===== config.mk =====
export PLATFORM = sky130hd
export DESIGN_NAME = rom_sequencer
export DESIGN_NICKNAME = d
export VERILOG_FILES = /design/src/rtl/rom_seq_pkg.sv /design/src/rtl/rom_sequencer.sv
export SDC_FILE = /design/constraint.sdc
export NUM_CORES = 1
export LEC_CHECK = 0
export CORE_UTILIZATION = 47
export CTS_CLUSTER_SIZE = 8
export DETAILED_ROUTE_END_ITERATION = 8
export PLACE_DENSITY = 0.94
export SYNTH_ARGS = -nofsm -noshare
export SYNTH_HDL_FRONTEND = slang
export SYNTH_SLANG_ARGS = --single-unit

===== constraint.sdc =====
create_clock -name clk_i -period 3.95 [get_ports clk_i]
set_clock_uncertainty 0.05 [all_clocks]
set_input_delay 0.5925 -clock clk_i [delete_from_list [all_inputs] [get_ports clk_i]]
set_output_delay 0.5925 -clock clk_i [all_outputs]
set_load 0.05 [all_outputs]

===== src/rtl/rom_seq_pkg.sv =====
// rom_seq_pkg: shared types and default widths for the ROM burst sequencer.
// Holds the FSM state encoding and the address/data/count width defaults.
package rom_seq_pkg;

    localparam int ADDR_W_DEF = 4;
    localparam int DATA_W_DEF = 8;
    localparam int CNT_W_DEF  = ADDR_W_DEF + 1;

    typedef enum logic [1:0] {
        S_IDLE  = 2'd0,
        S_FETCH = 2'd1,
        S_SEND  = 2'd2,
        S_DONE  = 2'd3
    } state_e;

endpackage


===== src/rtl/rom_sequencer.sv =====
// rom_sequencer: walks an external async ROM from first to last (with wrap)
// and offers each byte to a consumer over a valid/ready handshake.
module rom_sequencer
    import rom_seq_pkg::*;
#(
    parameter int ADDR_W = ADDR_W_DEF,
    parameter int DATA_W = DATA_W_DEF
) (
    input  logic              clk_i,
    input  logic              rst_ni,
    input  logic              start_i,
    input  logic [ADDR_W-1:0] first_i,
    input  logic [ADDR_W-1:0] last_i,
    output logic [ADDR_W-1:0] mem_addr_o,
    input  logic [DATA_W-1:0] mem_data_i,
    output logic [DATA_W-1:0] tx_data_o,
    output logic              tx_valid_o,
    input  logic              tx_ready_i,
    output logic              busy_o,
    output logic              done_o,
    output logic [ADDR_W:0]   count_o
);

    state_e            state_q, state_d;
    logic [ADDR_W-1:0] addr_q, addr_d;
    logic [ADDR_W-1:0] last_q, last_d;
    logic [DATA_W-1:0] data_q, data_d;
    logic              valid_q, valid_d;
    logic [ADDR_W:0]   cnt_q, cnt_d;

    // State and datapath registers; reset clears every visible output.
    always_ff @(posedge clk_i or negedge rst_ni) begin
        if (!rst_ni) begin
            state_q <= S_IDLE;
            addr_q  <= '0;
            last_q  <= '0;
            data_q  <= '0;
            valid_q <= 1'b0;
            cnt_q   <= '0;
        end else begin
            state_q <= state_d;
            addr_q  <= addr_d;
            last_q  <= last_d;
            data_q  <= data_d;
            valid_q <= valid_d;
            cnt_q   <= cnt_d;
        end
    end

    // Next-state and datapath updates for the IDLE/FETCH/SEND/DONE walk.
    always_comb begin
        state_d = state_q;
        addr_d  = addr_q;
        last_d  = last_q;
        data_d  = data_q;
        valid_d = valid_q;
        cnt_d   = cnt_q;
        unique case (state_q)
            S_IDLE: begin
                if (start_i) begin
                    addr_d  = first_i;
                    last_d  = last_i;
                    cnt_d   = '0;
                    state_d = S_FETCH;
                end
            end
            S_FETCH: begin
                data_d  = mem_data_i;
                valid_d = 1'b1;
                state_d = S_SEND;
            end
            S_SEND: begin
                if (valid_q && tx_ready_i) begin
                    valid_d = 1'b0;
                    cnt_d   = cnt_q + 1'b1;
                    if (addr_q == last_q) begin
                        state_d = S_DONE;
                    end else begin
                        // natural overflow gives the wrap to address 0
                        addr_d  = addr_q + 1'b1;
                        state_d = S_FETCH;
                    end
                end
            end
            S_DONE: begin
                state_d = S_IDLE;
            end
            default: begin
                state_d = S_IDLE;
            end
        endcase
    end

    assign mem_addr_o = addr_q;
    assign tx_data_o  = data_q;
    assign tx_valid_o = valid_q;
    assign busy_o     = (state_q != S_IDLE);
    assign done_o     = (state_q == S_DONE);
    assign count_o    = cnt_q;

endmodule


==> run_results.csv <==
group,metric,value,unit
routing,vias,898,
cts,cts_resized,0,
synth,ys_seq_area_frac,0.520,
finish,final_common_cell,"clkdlybuf4s50_1",
finish,multi_input_area,517,sq um
global_routing,grt_max_degree,25,
finish,utilization,0.712,
cts,clockRootBuffer,"clkbuf_4",
floorplan,io_pins,40,
synth,ys_types,33,
worst_setup_path,critPathArrivalTime,1.85,ns
global_routing,met2_usage,0.383,
floorplan,die-area,2660,sq um
worst_setup_path,cp_num_buf_inv,1,
global_routing,grtUsageMet3,0.0497,
worst_setup_path,cp_top_family,"buffers and inverters",
pwr,swShare,0.466,
sta,relSlewSlack,0.290,
floorplan,initial_utilization,0.512,
finish,final-seq-area,601,sq um
cts,cts_buffers,3,
finish,final_nets,156,
global_routing,grt_pass1_vias,945,
floorplan,design.core.area,2250,sq um
synth,synth_edf_count,0,
synth,synth_fp_nets,115,
routing,routedWlPerCell,15.4,um
sta,fmax,0.402,GHz
cts,ctsHtreeMaxLevel,1,
synth,syn_inst,93,
worst_setup_path,worstSetupEndpointType,"primary output",
sta,min_period,2.49,ns
cts,clk-insertion-delay-late,0.31,ns
run,cap_viol_max_count,0,
synth,netlist_area,1150,sq um
pwr,p_leak,0.679,nW
finish,syn_to_final_growth,39.0,%
floorplan,fp.dieW,51.6,um
routing,firstDrtPassIters,4,
cts,clk_pin_slew_worst_paths,0.13,ns
synth,yosys_warnings,0,
cts,hold_buffers,0,
routing,drtAntennaViolNets,0,
cts,cts_buffer_depth,2,
worst_setup_path,crit_path_top_delay_cell,"clkdlybuf4s50_1",
sta,grt_setup_unrepaired,"false",
global_routing,met1_usage,0.232,
cts,cts_tree,"done",
pwr,intPower,0.798,mW
synth,synth_flop_cell,"dfrtp_1",
finish,antennaDiodeCount,0,
global_routing,grt_pass1_wl,4090,um
cts,cts_sinks,24,
routing,totalWireLength,2480,um
worst_setup_path,cp_cell_sequence,"or2_2 -> clkdlybuf4s50_1",
routing,viasPerCell,5.58,
worst_setup_path,crit_type,"flip-flop to primary output",
floorplan,row_count,17,
placement,place_congestion,0.921,
pwr,peakVddDrop,0.623,mV
sta,finalCritPeriodShare,0.630,
worst_setup_path,max_stage_delay,0.70,ns
placement,dp_hpwl,1860,um
global_routing,track_usage,0.213,
global_routing,antenna_found_initial,0,
routing,drc,0,
finish,fillCellCount,181,
worst_setup_path,crit_required,3.31,ns
pwr,p_switching,0.697,mW
sta,setup_viol_count_final,0,
outcome,status,"complete, no violations",
sta,hold_viol,0,
sta,worst_slew_pin_slew,1.06,ns
pwr,comb_power_share,0.569,
floorplan,die_h,51.6,um
sta,timing.final.ws_setup,1.46,ns
placement,dp_slack,1.82,ns
synth,syn-mean-instance-area,12.4,sq um
global_routing,grt.busiest_layer,"met2",
placement,placed_cell_area,1550,sq um
cts,cts_setup_buffers,0,
hold_path,min_path_type,"flip-flop to flip-flop",
sta,timing.setup.tns,0,ns
routing,drt_iter0_drc,9,
worst_setup_path,startpoint_type,"flip-flop",
pwr,power_frac_clock,0.118,
finish,finalInstanceArea,1610,sq um
synth,ys_async_sr_fraction,1.00,
worst_setup_path,critical_path.max_fanout,8,
pwr,power_frac_seq,0.313,
placement,io_buffers,39,
sta,fin_hold_ws,0.465,ns
sta,drv_slew,0,
finish,final_cell_mix,"clkdlybuf4s50_1, dfrtp_1, mux2_2, nor2_1",
global_routing,grt_overflow,0,
finish,drive_gt1_frac,0.150,
synth,synth-seq-cells,24,
pwr,p_per_area,931,nW/um^2
[power groups by stage]
stage | combinational, mW | clock [mW] | sequential (mW)
2_1_floorplan | 0.355 | 0 | 0.707
3_3_place_gp | 0.825 | 0 | 0.465
3_5_place_dp | 0.847 | 0 | 0.471
4_1_cts | 0.854 | 0.182 | 0.468
5_1_grt | 0.900 | 0.188 | 0.484
6_report | 0.850 | 0.176 | 0.469
[cell usage after synthesis (all sizes together) (2+ instances only)]
| cell | count | share of area |
|---|---|---|
| a21o | 2 | 0.013 |
| a21oi | 3 | 0.013 |
| nand2 | 2 | 0.0065 |
| ha | 2 | 0.022 |
| o21ai | 2 | 0.0087 |
| nand3 | 2 | 0.0087 |
| mux2 | 13 | 0.13 |
| o22a | 2 | 0.015 |
| a31oi | 2 | 0.011 |
| xnor2 | 4 | 0.030 |
| or2 | 2 | 0.011 |
| nand4 | 4 | 0.022 |
| dfrtp | 24 | 0.52 |
| inv | 2 | 0.0087 |
| buf | 3 | 0.024 |
| xor2 | 3 | 0.023 |
| nor2 | 9 | 0.043 |
| nor2b | 2 | 0.013 |
[routing by layer]
metal  part of all wire  routed length, um  vias to the layer above
met1               0.39                956                      441
met4              0.030                 74                        0
li1                   -                  -                      409
met2               0.53               1300                       38
met5                  0                  0                        -
met3              0.058                145                       10
[cells by family (layout without fill, tap and decap cells)]
kind of cell	Yosys count	in the layout	share of synthesized area
and+or+nand+nor	27	27	0.155
muxes	13	13	0.127
adders and majority gates	2	2	0.0217
DFF	24	24	0.520
buffers and inverters	5	45	0.0325
AOI/OAI and AO/OA	15	15	0.0910
xor gates and xnor gates	7	7	0.0531
[layout make-up]
cell class                 instances  share of cell area
multi-input combinational         64               0.322
tap                               28              0.0218
sequential                        24               0.374
clock buffer                       3              0.0140
inverter                           2             0.00624
clock inverter                     1              0.0187
timing repair buffer              39               0.243
[sequential cells by signal, indices dropped and copies added (netlist names)]
register	cells
tx_data_o	8
count_o	5
last_q	4
mem_addr_o	4
state_q	2
tx_valid_o	1
[path summary, 6_finish.rpt]
kind / end / startpoint / slack (ns) / depth (start not counted)
worst max register to register: mem_addr_o[1] / mem_addr_o[3] / 2.33 / 4
worst max-delay path: busy_o / state_q[1] / 1.46 / 2
min in group asynchronous: tx_valid_o / rst_ni / 0.78 / 1
worst min register to register: tx_data_o[5] / tx_data_o[5] / 0.46 / 1
worst min-delay path: tx_data_o[5] / tx_data_o[5] / 0.46 / 1
max in group asynchronous: tx_data_o[7] / rst_ni / 2.43 / 1
[per-stage QoR]
stage                     instances  power [mW]
after floorplan                  93        1.06
after global placement          157        1.29
after detailed placement        157        1.32
after CTS                       161        1.50
after global routing            161        1.57
final                           161        1.49
(Power assumes the default switching activity.)
